**src/rtl/rdma_recv_if.sv**
```systemverilog
// rdma_recv bus bundle: parser address/data streams in, AXI4 write master out.
// master = the rdma_recv block, slave = the parser/memory side around it.
interface rdma_recv_if #(
  parameter int AXI_DATA_WIDTH = 512,
  parameter int AXI_ADDR_WIDTH = 64
);
  localparam int KW = AXI_DATA_WIDTH / 8;

  logic [AXI_ADDR_WIDTH-1:0] AXIS_ADDR_TDATA;
  logic [7:0]                AXIS_ADDR_TUSER;
  logic                      AXIS_ADDR_TVALID;
  logic                      AXIS_ADDR_TREADY;

  logic [AXI_DATA_WIDTH-1:0] AXIS_DATA_TDATA;
  logic [KW-1:0]             AXIS_DATA_TKEEP;
  logic                      AXIS_DATA_TLAST;
  logic                      AXIS_DATA_TVALID;
  logic                      AXIS_DATA_TREADY;

  logic [AXI_ADDR_WIDTH-1:0] M_AXI_AWADDR;
  logic [7:0]                M_AXI_AWLEN;
  logic [2:0]                M_AXI_AWSIZE;
  logic [1:0]                M_AXI_AWBURST;
  logic [3:0]                M_AXI_AWID;
  logic                      M_AXI_AWLOCK;
  logic [3:0]                M_AXI_AWCACHE;
  logic [2:0]                M_AXI_AWPROT;
  logic [3:0]                M_AXI_AWQOS;
  logic                      M_AXI_AWVALID;
  logic                      M_AXI_AWREADY;

  logic [AXI_DATA_WIDTH-1:0] M_AXI_WDATA;
  logic [KW-1:0]             M_AXI_WSTRB;
  logic                      M_AXI_WLAST;
  logic                      M_AXI_WVALID;
  logic                      M_AXI_WREADY;

  logic [1:0]                M_AXI_BRESP;
  logic                      M_AXI_BVALID;
  logic                      M_AXI_BREADY;

  modport master (
    input  AXIS_ADDR_TDATA, AXIS_ADDR_TUSER, AXIS_ADDR_TVALID,
    output AXIS_ADDR_TREADY,
    input  AXIS_DATA_TDATA, AXIS_DATA_TKEEP, AXIS_DATA_TLAST,
    input  AXIS_DATA_TVALID,
    output AXIS_DATA_TREADY,
    output M_AXI_AWADDR, M_AXI_AWLEN, M_AXI_AWSIZE, M_AXI_AWBURST,
    output M_AXI_AWID, M_AXI_AWLOCK, M_AXI_AWCACHE, M_AXI_AWPROT,
    output M_AXI_AWQOS, M_AXI_AWVALID,
    input  M_AXI_AWREADY,
    output M_AXI_WDATA, M_AXI_WSTRB, M_AXI_WLAST, M_AXI_WVALID,
    input  M_AXI_WREADY,
    input  M_AXI_BRESP, M_AXI_BVALID,
    output M_AXI_BREADY
  );

  modport slave (
    output AXIS_ADDR_TDATA, AXIS_ADDR_TUSER, AXIS_ADDR_TVALID,
    input  AXIS_ADDR_TREADY,
    output AXIS_DATA_TDATA, AXIS_DATA_TKEEP, AXIS_DATA_TLAST,
    output AXIS_DATA_TVALID,
    input  AXIS_DATA_TREADY,
    input  M_AXI_AWADDR, M_AXI_AWLEN, M_AXI_AWSIZE, M_AXI_AWBURST,
    input  M_AXI_AWID, M_AXI_AWLOCK, M_AXI_AWCACHE, M_AXI_AWPROT,
    input  M_AXI_AWQOS, M_AXI_AWVALID,
    output M_AXI_AWREADY,
    input  M_AXI_WDATA, M_AXI_WSTRB, M_AXI_WLAST, M_AXI_WVALID,
    output M_AXI_WREADY,
    output M_AXI_BRESP, M_AXI_BVALID,
    input  M_AXI_BREADY
  );
endinterface

```
**src/rtl/rdma_recv.sv**
```systemverilog
// RDMA receive path: one address/data pair from the parser becomes one
// AXI4 INCR write burst, with an outstanding-response ceiling and error counters.
module rdma_recv #(
  parameter int AXI_DATA_WIDTH  = 512,
  parameter int AXI_ADDR_WIDTH  = 64,
  parameter int MAX_OUTSTANDING = 4
) (
  input  logic        clk,
  input  logic        reset,
  rdma_recv_if.master bus,
  output logic [31:0] framing_errors,
  output logic [31:0] bresp_errors,
  output logic        idle
);
  localparam logic [2:0] SIZE    = 3'($clog2(AXI_DATA_WIDTH / 8));
  localparam logic [7:0] MAX_OUT = 8'(MAX_OUTSTANDING);

  typedef enum logic {IDLE, BURST} state_t;

  state_t                    state;
  state_t                    state_next;
  logic                      aw_valid;
  logic                      aw_done;
  logic                      w_done;
  logic                      frame_bad;
  logic                      addr_ready;
  logic                      b_ready;
  logic [7:0]                beat_cnt;
  logic [7:0]                aw_len;
  logic [7:0]                outstanding;
  logic [7:0]                out_next;
  logic [AXI_ADDR_WIDTH-1:0] aw_addr;

  logic in_burst;
  logic w_open;
  logic w_last;
  logic a_fire;
  logic aw_fire;
  logic w_fire;
  logic b_fire;
  logic leave;
  logic tlast_bad;

  assign in_burst = (state == BURST);
  assign w_open   = in_burst & ~w_done;
  assign w_last   = (beat_cnt == aw_len);
  assign a_fire   = addr_ready & bus.AXIS_ADDR_TVALID;
  assign aw_fire  = aw_valid & bus.M_AXI_AWREADY;
  assign w_fire   = bus.M_AXI_WVALID & bus.M_AXI_WREADY;
  assign b_fire   = bus.M_AXI_BVALID & b_ready;

  // AW and the last W beat may both complete in the same cycle.
  assign leave = in_burst
               & (aw_done | aw_fire)
               & (w_done | (w_fire & w_last));

  assign tlast_bad = w_last ? ~bus.AXIS_DATA_TLAST
                            : bus.AXIS_DATA_TLAST;

  assign out_next = outstanding + 8'(leave) - 8'(b_fire);

  always_comb begin
    state_next = state;
    unique case (1'b1)
      a_fire:  state_next = BURST;
      leave:   state_next = IDLE;
      default: ;
    endcase
  end

  assign bus.AXIS_ADDR_TREADY = addr_ready;
  assign bus.AXIS_DATA_TREADY = bus.M_AXI_WREADY & w_open;

  assign bus.M_AXI_AWADDR  = aw_addr;
  assign bus.M_AXI_AWLEN   = aw_len;
  assign bus.M_AXI_AWSIZE  = SIZE;
  assign bus.M_AXI_AWBURST = 2'b01;
  assign bus.M_AXI_AWID    = 4'd0;
  assign bus.M_AXI_AWLOCK  = 1'b0;
  assign bus.M_AXI_AWCACHE = 4'd0;
  assign bus.M_AXI_AWPROT  = 3'd0;
  assign bus.M_AXI_AWQOS   = 4'd0;
  assign bus.M_AXI_AWVALID = aw_valid;

  assign bus.M_AXI_WDATA  = bus.AXIS_DATA_TDATA;
  assign bus.M_AXI_WSTRB  = bus.AXIS_DATA_TKEEP;
  assign bus.M_AXI_WLAST  = w_last;
  assign bus.M_AXI_WVALID = bus.AXIS_DATA_TVALID & w_open;

  assign bus.M_AXI_BREADY = b_ready;

  assign idle = (state == IDLE) & (outstanding == 8'd0);

  always_ff @(posedge clk) begin
    if (reset) begin
      state          <= IDLE;
      aw_valid       <= 1'b0;
      aw_done        <= 1'b0;
      w_done         <= 1'b0;
      frame_bad      <= 1'b0;
      addr_ready     <= 1'b0;
      b_ready        <= 1'b0;
      beat_cnt       <= 8'd0;
      aw_len         <= 8'd0;
      aw_addr        <= '0;
      outstanding    <= 8'd0;
      framing_errors <= 32'd0;
      bresp_errors   <= 32'd0;
    end else begin
      state       <= state_next;
      outstanding <= out_next;
      b_ready     <= 1'b1;
      addr_ready  <= (state_next == IDLE) && (out_next < MAX_OUT);

      if (a_fire) begin
        aw_addr   <= bus.AXIS_ADDR_TDATA;
        aw_len    <= bus.AXIS_ADDR_TUSER;
        beat_cnt  <= 8'd0;
        aw_valid  <= 1'b1;
        aw_done   <= 1'b0;
        w_done    <= 1'b0;
        frame_bad <= 1'b0;
      end

      if (aw_fire) begin
        aw_valid <= 1'b0;
        aw_done  <= 1'b1;
      end

      if (w_fire) begin
        beat_cnt <= beat_cnt + 8'd1;
        if (w_last)
          w_done <= 1'b1;
        // One framing error per burst, however many beats disagree.
        if (tlast_bad && !frame_bad) begin
          framing_errors <= framing_errors + 32'd1;
          frame_bad      <= 1'b1;
        end
      end

      if (b_fire && bus.M_AXI_BRESP != 2'b00)
        bresp_errors <= bresp_errors + 32'd1;
    end
  end
endmodule

```
**src/flat_wrapper.sv**
```systemverilog
// flat-port wrapper written by rule: the top's interface ports become plain ports
module rdma_recv_flat 
#(
  parameter int AXI_DATA_WIDTH  = 512,
  parameter int AXI_ADDR_WIDTH  = 64,
  parameter int MAX_OUTSTANDING = 4
)
  (clk, reset, framing_errors, bresp_errors, idle, bus_AXIS_ADDR_TDATA, bus_AXIS_ADDR_TUSER, bus_AXIS_ADDR_TVALID, bus_AXIS_ADDR_TREADY, bus_AXIS_DATA_TDATA, bus_AXIS_DATA_TKEEP, bus_AXIS_DATA_TLAST, bus_AXIS_DATA_TVALID, bus_AXIS_DATA_TREADY, bus_M_AXI_AWADDR, bus_M_AXI_AWLEN, bus_M_AXI_AWSIZE, bus_M_AXI_AWBURST, bus_M_AXI_AWID, bus_M_AXI_AWLOCK, bus_M_AXI_AWCACHE, bus_M_AXI_AWPROT, bus_M_AXI_AWQOS, bus_M_AXI_AWVALID, bus_M_AXI_AWREADY, bus_M_AXI_WDATA, bus_M_AXI_WSTRB, bus_M_AXI_WLAST, bus_M_AXI_WVALID, bus_M_AXI_WREADY, bus_M_AXI_BRESP, bus_M_AXI_BVALID, bus_M_AXI_BREADY);
  rdma_recv_if #(.AXI_DATA_WIDTH(AXI_DATA_WIDTH), .AXI_ADDR_WIDTH(AXI_ADDR_WIDTH)) bus_i ();
  input  logic clk;
  input  logic reset;
  output logic [31:0] framing_errors;
  output logic [31:0] bresp_errors;
  output logic idle;
  input wire logic [$bits(bus_i.AXIS_ADDR_TDATA)-1:0] bus_AXIS_ADDR_TDATA;
  input wire logic [$bits(bus_i.AXIS_ADDR_TUSER)-1:0] bus_AXIS_ADDR_TUSER;
  input wire logic [$bits(bus_i.AXIS_ADDR_TVALID)-1:0] bus_AXIS_ADDR_TVALID;
  output wire logic [$bits(bus_i.AXIS_ADDR_TREADY)-1:0] bus_AXIS_ADDR_TREADY;
  input wire logic [$bits(bus_i.AXIS_DATA_TDATA)-1:0] bus_AXIS_DATA_TDATA;
  input wire logic [$bits(bus_i.AXIS_DATA_TKEEP)-1:0] bus_AXIS_DATA_TKEEP;
  input wire logic [$bits(bus_i.AXIS_DATA_TLAST)-1:0] bus_AXIS_DATA_TLAST;
  input wire logic [$bits(bus_i.AXIS_DATA_TVALID)-1:0] bus_AXIS_DATA_TVALID;
  output wire logic [$bits(bus_i.AXIS_DATA_TREADY)-1:0] bus_AXIS_DATA_TREADY;
  output wire logic [$bits(bus_i.M_AXI_AWADDR)-1:0] bus_M_AXI_AWADDR;
  output wire logic [$bits(bus_i.M_AXI_AWLEN)-1:0] bus_M_AXI_AWLEN;
  output wire logic [$bits(bus_i.M_AXI_AWSIZE)-1:0] bus_M_AXI_AWSIZE;
  output wire logic [$bits(bus_i.M_AXI_AWBURST)-1:0] bus_M_AXI_AWBURST;
  output wire logic [$bits(bus_i.M_AXI_AWID)-1:0] bus_M_AXI_AWID;
  output wire logic [$bits(bus_i.M_AXI_AWLOCK)-1:0] bus_M_AXI_AWLOCK;
  output wire logic [$bits(bus_i.M_AXI_AWCACHE)-1:0] bus_M_AXI_AWCACHE;
  output wire logic [$bits(bus_i.M_AXI_AWPROT)-1:0] bus_M_AXI_AWPROT;
  output wire logic [$bits(bus_i.M_AXI_AWQOS)-1:0] bus_M_AXI_AWQOS;
  output wire logic [$bits(bus_i.M_AXI_AWVALID)-1:0] bus_M_AXI_AWVALID;
  input wire logic [$bits(bus_i.M_AXI_AWREADY)-1:0] bus_M_AXI_AWREADY;
  output wire logic [$bits(bus_i.M_AXI_WDATA)-1:0] bus_M_AXI_WDATA;
  output wire logic [$bits(bus_i.M_AXI_WSTRB)-1:0] bus_M_AXI_WSTRB;
  output wire logic [$bits(bus_i.M_AXI_WLAST)-1:0] bus_M_AXI_WLAST;
  output wire logic [$bits(bus_i.M_AXI_WVALID)-1:0] bus_M_AXI_WVALID;
  input wire logic [$bits(bus_i.M_AXI_WREADY)-1:0] bus_M_AXI_WREADY;
  input wire logic [$bits(bus_i.M_AXI_BRESP)-1:0] bus_M_AXI_BRESP;
  input wire logic [$bits(bus_i.M_AXI_BVALID)-1:0] bus_M_AXI_BVALID;
  output wire logic [$bits(bus_i.M_AXI_BREADY)-1:0] bus_M_AXI_BREADY;
  assign bus_i.AXIS_ADDR_TDATA = bus_AXIS_ADDR_TDATA;
  assign bus_i.AXIS_ADDR_TUSER = bus_AXIS_ADDR_TUSER;
  assign bus_i.AXIS_ADDR_TVALID = bus_AXIS_ADDR_TVALID;
  assign bus_AXIS_ADDR_TREADY = bus_i.AXIS_ADDR_TREADY;
  assign bus_i.AXIS_DATA_TDATA = bus_AXIS_DATA_TDATA;
  assign bus_i.AXIS_DATA_TKEEP = bus_AXIS_DATA_TKEEP;
  assign bus_i.AXIS_DATA_TLAST = bus_AXIS_DATA_TLAST;
  assign bus_i.AXIS_DATA_TVALID = bus_AXIS_DATA_TVALID;
  assign bus_AXIS_DATA_TREADY = bus_i.AXIS_DATA_TREADY;
  assign bus_M_AXI_AWADDR = bus_i.M_AXI_AWADDR;
  assign bus_M_AXI_AWLEN = bus_i.M_AXI_AWLEN;
  assign bus_M_AXI_AWSIZE = bus_i.M_AXI_AWSIZE;
  assign bus_M_AXI_AWBURST = bus_i.M_AXI_AWBURST;
  assign bus_M_AXI_AWID = bus_i.M_AXI_AWID;
  assign bus_M_AXI_AWLOCK = bus_i.M_AXI_AWLOCK;
  assign bus_M_AXI_AWCACHE = bus_i.M_AXI_AWCACHE;
  assign bus_M_AXI_AWPROT = bus_i.M_AXI_AWPROT;
  assign bus_M_AXI_AWQOS = bus_i.M_AXI_AWQOS;
  assign bus_M_AXI_AWVALID = bus_i.M_AXI_AWVALID;
  assign bus_i.M_AXI_AWREADY = bus_M_AXI_AWREADY;
  assign bus_M_AXI_WDATA = bus_i.M_AXI_WDATA;
  assign bus_M_AXI_WSTRB = bus_i.M_AXI_WSTRB;
  assign bus_M_AXI_WLAST = bus_i.M_AXI_WLAST;
  assign bus_M_AXI_WVALID = bus_i.M_AXI_WVALID;
  assign bus_i.M_AXI_WREADY = bus_M_AXI_WREADY;
  assign bus_i.M_AXI_BRESP = bus_M_AXI_BRESP;
  assign bus_i.M_AXI_BVALID = bus_M_AXI_BVALID;
  assign bus_M_AXI_BREADY = bus_i.M_AXI_BREADY;
  rdma_recv #(.AXI_DATA_WIDTH(AXI_DATA_WIDTH), .AXI_ADDR_WIDTH(AXI_ADDR_WIDTH), .MAX_OUTSTANDING(MAX_OUTSTANDING)) u_core (.clk(clk), .reset(reset), .bus(bus_i), .framing_errors(framing_errors), .bresp_errors(bresp_errors), .idle(idle));
endmodule
```
**config.mk**
```make
export PLATFORM = sky130hd
export DESIGN_NAME = rdma_recv_flat
export DESIGN_NICKNAME = d
export VERILOG_FILES = /design/src/rtl/rdma_recv_if.sv /design/src/rtl/rdma_recv.sv /design/src/flat_wrapper.sv
export SDC_FILE = /design/constraint.sdc
export NUM_CORES = 1
export LEC_CHECK = 0
export CORE_AREA = 2 2 541 543
export DETAILED_ROUTE_END_ITERATION = 12
export DIE_AREA = 0 0 543 545
export SLEW_MARGIN = 20
export SYNTH_ARGS = -nofsm -noshare
export SYNTH_HDL_FRONTEND = slang
export SYNTH_SLANG_ARGS = --single-unit
```
**constraint.sdc**
```tcl
create_clock -name clk -period 3.1 [get_ports clk]
set_input_delay 0.775 -clock clk [delete_from_list [all_inputs] [get_ports clk]]
set_output_delay 0.775 -clock clk [all_outputs]
set_load 0.005 [all_outputs]
```
==> flow_metrics.py <==
metrics = {
    "timing": {
        "final_min_period_over_clock_period_pct": 94.5,
        "achievable-frequency_mhz": 342,
        "timing_worst_slew_pin_value_ns": 0.703,
        "timing.max_slew.rel_slack_pct": 53.2,
        "drv_slew": 0,
        "finClkSkew_ns": 0.0444,
        "shortest_clock_period_the_worst_path_allows_after_layout_ns": 2.93,
        "totalNegativeSetupSlack_ns": 0,
        "hold_violations": 0,
        "setup_violations": 0,
    },
    "power_and_ir_drop": {
        "power.switching_fraction_pct": 30.0,
        "cell_internal_pwr_w": 0.00428,
        "clock_power_share_pct": 46.7,
        "share_comb_of_total_power_pct": 17.8,
        "power_density_nw_per_um2": 412,
        "switchingPower_w": 0.00183,
        "sequentialPowerShare_pct": 35.5,
        "p_leak_nw": 3.59,
        "max-vdd-ir-drop_uv": 264,
        "design_power_total_w": 0.00611,
    },
    "cts": {
        "cts_root_buf": "clkbuf_16",
        "clkLatencyLatePin_ns": 0.58,
        "tritoncts": "yes",
        "post-cts-setup-buffers": 0,
        "htreeDepth": 4,
        "post_cts_hold_buffer_count": 0,
        "clk_pin_slew_worst_paths_ns": 0.05,
        "clock_path_buffers": 3,
        "cts_sinks": 159,
        "cts_buffers": 25,
    },
    "drt": {
        "avgRoutedWirePerCell_um": 41.5,
        "detail_route.iter0.violations": 464,
        "drt_pass1_iterations": 4,
        "number_of_nets_with_antenna_violations_after_detailed_routing": 0,
        "drc_violation_count_after_routing": 0,
        "post_drt_via_cell_ratio": 1.63,
        "detailroute.via_count": 8130,
        "drt_wl_total_um": 207000,
    },
    "layout": {
        "final_util_pct": 5.11,
        "layout.cells.non_filler": 4981,
        "area.growth.synth_to_final_pct": 33.8,
        "post_layout_nets": 1743,
        "drive_gt1_share_pct": 8.28,
        "layout.area.seq_um2": 3180,
        "multi_input_area_um2": 3270,
        "filler_cell_count": 34290,
    },
    "worst_setup_path": {
        "reg2reg_depth": 14,
        "cpMaxStageDelayCell": "clkdlybuf4s50_1",
        "timing.critical_path.to": "u_core.bus.AXIS_ADDR_TREADY$_SDFF_PP0_",
        "regToRegEndpoint": "u_core.bus.AXIS_ADDR_TREADY$_SDFF_PP0_",
        "critical_path_peak_fanout": 3,
        "critical_path.startpoint_type": "primary input",
        "critical_path.cell_chain": "clkdlybuf4s50_1 > and2_1 > buf_12 > ha_1 > inv_1 > ha_1 > a21o_1 > a2111oi_1 > buf_4 > o21bai_1 > a21oi_1 > xnor2_1 > and4b_1",
        "critical_path_cell_count": 13,
        "r2r_setup_slack_ns": 0.27,
        "regToRegStartpoint": "u_core.bus.M_AXI_AWLEN[4]$_SDFFE_PP0P_",
        "crit_type": "primary input to register",
        "critical_path.n_buffers_inverters": 4,
        "cpLargestDelayFamily": "buffers and inverters",
        "most_used_cell_cp": "ha_1",
        "arrival_ns": 3.42,
        "largest_stage_delay_on_the_critical_path_ns": 0.50,
        "cp-startpoint": "bus_M_AXI_BVALID",
        "worstSetupEndpointType": "register",
        "crit_required_ns": 3.59,
    },
    "placed_design": {
        "globalplace.congestion": 0.869,
        "placedCellCount": 4943,
        "io_buffers": 224,
        "detailedPlacementHpwl_um": 197000,
    },
    "floorplanning": {
        "fp.dieH_um": 545,
        "rows": 198,
        "initial_utilization_pct": 3.82,
        "floorplan.die.width_um": 543,
        "dieArea_um2": 296000,
        "placeableCoreArea_um2": 290000,
        "io_pins": 1398,
    },
    "global_route": {
        "first_pass_grt_wire_length_um": 223000,
        "first_global_vias": 7546,
        "groute.usage.overall_pct": 13.5,
        "pin_count_of_the_biggest_net_entering_global_routing": 106,
        "grt_antenna_before_repair": 21,
        "grt_remaining_overflow": 0,
    },
    "logic_synthesis": {
        "synth_seq_cells": 159,
        "ys_async_sr_fraction_pct": 0,
        "netlist_instances": 1397,
        "netlist_area_um2": 11100,
        "yosysWarningCount": 0,
        "avgSynthCellArea_um2": 7.93,
        "synth_enable_flop_cells": 0,
        "ys_types": 51,
        "synth_seq_area_share_pct": 28.7,
        "dominantRegCellSynth": "dfxtp_1",
    },
    "job": {
        "max-cap-violations": 0,
    },
    "worst_hold_path": {
        "worstHoldPathType": "register to register",
        "source_of_the_worst_hold_timing_path": "u_core.bus.M_AXI_AWADDR[47]$_SDFFE_PP0P_",
    },
    "status": {
        "run_status": "finished, final reports clean",
    },
}
layout by cell type (no fill, tap or decap), types with 5 or more instances in the layout:
master | synthesis | final
nand2_1 | 179 | 178
a21oi_1 | 113 | 113
buf_12 | 0 | 11
buf_4 | 598 | 34
and3_1 | 5 | 5
or4_1 | 10 | 10
inv_1 | 20 | 20
ha_1 | 14 | 14
dfxtp_1 | 159 | 158
diode_2 | 0 | 6
nor3_1 | 6 | 6
nor2_1 | 55 | 55
clkbuf_16 | 0 | 25
and4_1 | 6 | 6
o21ai_0 | 24 | 24
and2_1 | 9 | 8
or3_1 | 21 | 21
xnor2_1 | 21 | 21
conb_1 | 2 | 21
nand3_1 | 22 | 22
o31ai_1 | 10 | 10
clkdlybuf4s50_1 | 0 | 218
nand4_1 | 15 | 15
xor2_1 | 25 | 25
worst min path at each step:
| stage | endpoint | slack (ns) | cells past startpoint |
|---|---|---|---|
| floorplan | u_core.frame_bad$_SDFF_PP0_ | 0.44 | 2 |
| detailed placement | u_core.bus.M_AXI_AWADDR[47]$_SDFFE_PP0P_ | 0.45 | 2 |
| CTS | u_core.bus.M_AXI_AWADDR[47]$_SDFFE_PP0P_ | 0.45 | 2 |
| global route | u_core.bus.M_AXI_AWADDR[13]$_SDFFE_PP0P_ | 0.48 | 2 |
| global placement | u_core.bus.M_AXI_AWADDR[47]$_SDFFE_PP0P_ | 0.44 | 2 |
| finish | u_core.bus.M_AXI_AWADDR[47]$_SDFFE_PP0P_ | 0.45 | 2 |
cells in the mapped netlist (all sizes together) (3+ instances only):
library cell,number,area share [%]
or3,22,1.3
nor4,3,0.17
mux2,3,0.30
a21oi,113,5.1
o21bai,3,0.20
o21ai,25,1.1
o31ai,10,0.68
clkbuf,30,1.0
nor2b,3,0.17
nand3,23,1.1
nor3,7,0.36
ha,14,1.6
nand2,179,6.1
and4,7,0.58
xnor2,21,1.7
dfxtp,159,29
buf,607,41
or4,10,0.68
nand4,15,0.85
and2,9,0.51
nor2,55,1.9
o211ai,3,0.20
and3,5,0.28
xor2,25,2.0
inv,20,0.68
and3b,3,0.24
registers in the layout, indices dropped and copies added (netlist names), 8 cells and up:
signal and flops:
u_core.bus.M_AXI_AWADDR 64, u_core.bresp_errors 32, u_core.beat_cnt 8, u_core.outstanding 8, u_core.bus.M_AXI_AWLEN 8, u_core.framing_errors 32
worst reg2reg max path: stages (launching register included):
cell and delay [ns]:
dfxtp_1 0.46, xnor2_1 0.11, nand4_1 0.12, buf_4 0.18
nor3_1 0.06, o21ai_0 0.21, nor2_1 0.10, ha_1 0.22
a21o_1 0.18, a2111oi_1 0.34, buf_4 0.18, o21bai_1 0.06
a21oi_1 0.18, xnor2_1 0.16, and4b_1 0.20
final cells by class:
cell class	count	share of cell area, %
clock inverters	4	0.473
repair buffers	264	18.0
inverters	20	0.507
well taps	3900	32.9
multi-input cells	600	22.1
clock buffers	28	4.43
flip-flops and latches	159	21.5
diodes	6	0.101
cell families after synthesis:
kind of cell	synth area share, %
xor gates and xnor gates	3.64
AOI/OAI and AO/OA	8.30
buffers and inverters	42.5
DFF	28.7
other	0.0678
adders and majority gates	1.76
and+or+nand+nor	14.6
muxes	0.395
through the flow:
step	cell area (um2)	hold WS, ns	worst slack [ns]
detailed placement	14100	0.448	-0.411
CTS	14800	0.453	0.00980
global route	14800	0.475	-0.0227
finish	14800	0.451	0.172
global placement	14100	0.443	-0.466
floorplan	11200	0.445	0.178
power by group through the flow:
stage | clock, W | sequential [W] | combinational (W)
floorplan | 0 | 0.00220 | 0.00107
global placement | 0 | 0.00222 | 0.00112
detailed placement | 0 | 0.00222 | 0.00111
CTS | 0.00302 | 0.00217 | 0.00112
global route | 0.00305 | 0.00218 | 0.00121
finish | 0.00285 | 0.00217 | 0.00109
layer usage:
metal	global-route usage [%]	routed length [um]	part of all wire (%)
met2	18.9	82300	40
met5	0.698	297	0.14
met3	30.3	99100	48
met4	5.01	8190	4.0
met1	3.01	16900	8.2
timing repair:
| action | 4_1_cts | 5_1_grt |
|---|---|---|
| endpoints found under the setup margin | 0 | 2 |
| gates resized for setup | 0 | 2 |
| endpoints found under the hold margin | 0 | 0 |
No activity file was read; power rests on OpenSTA's default activity.
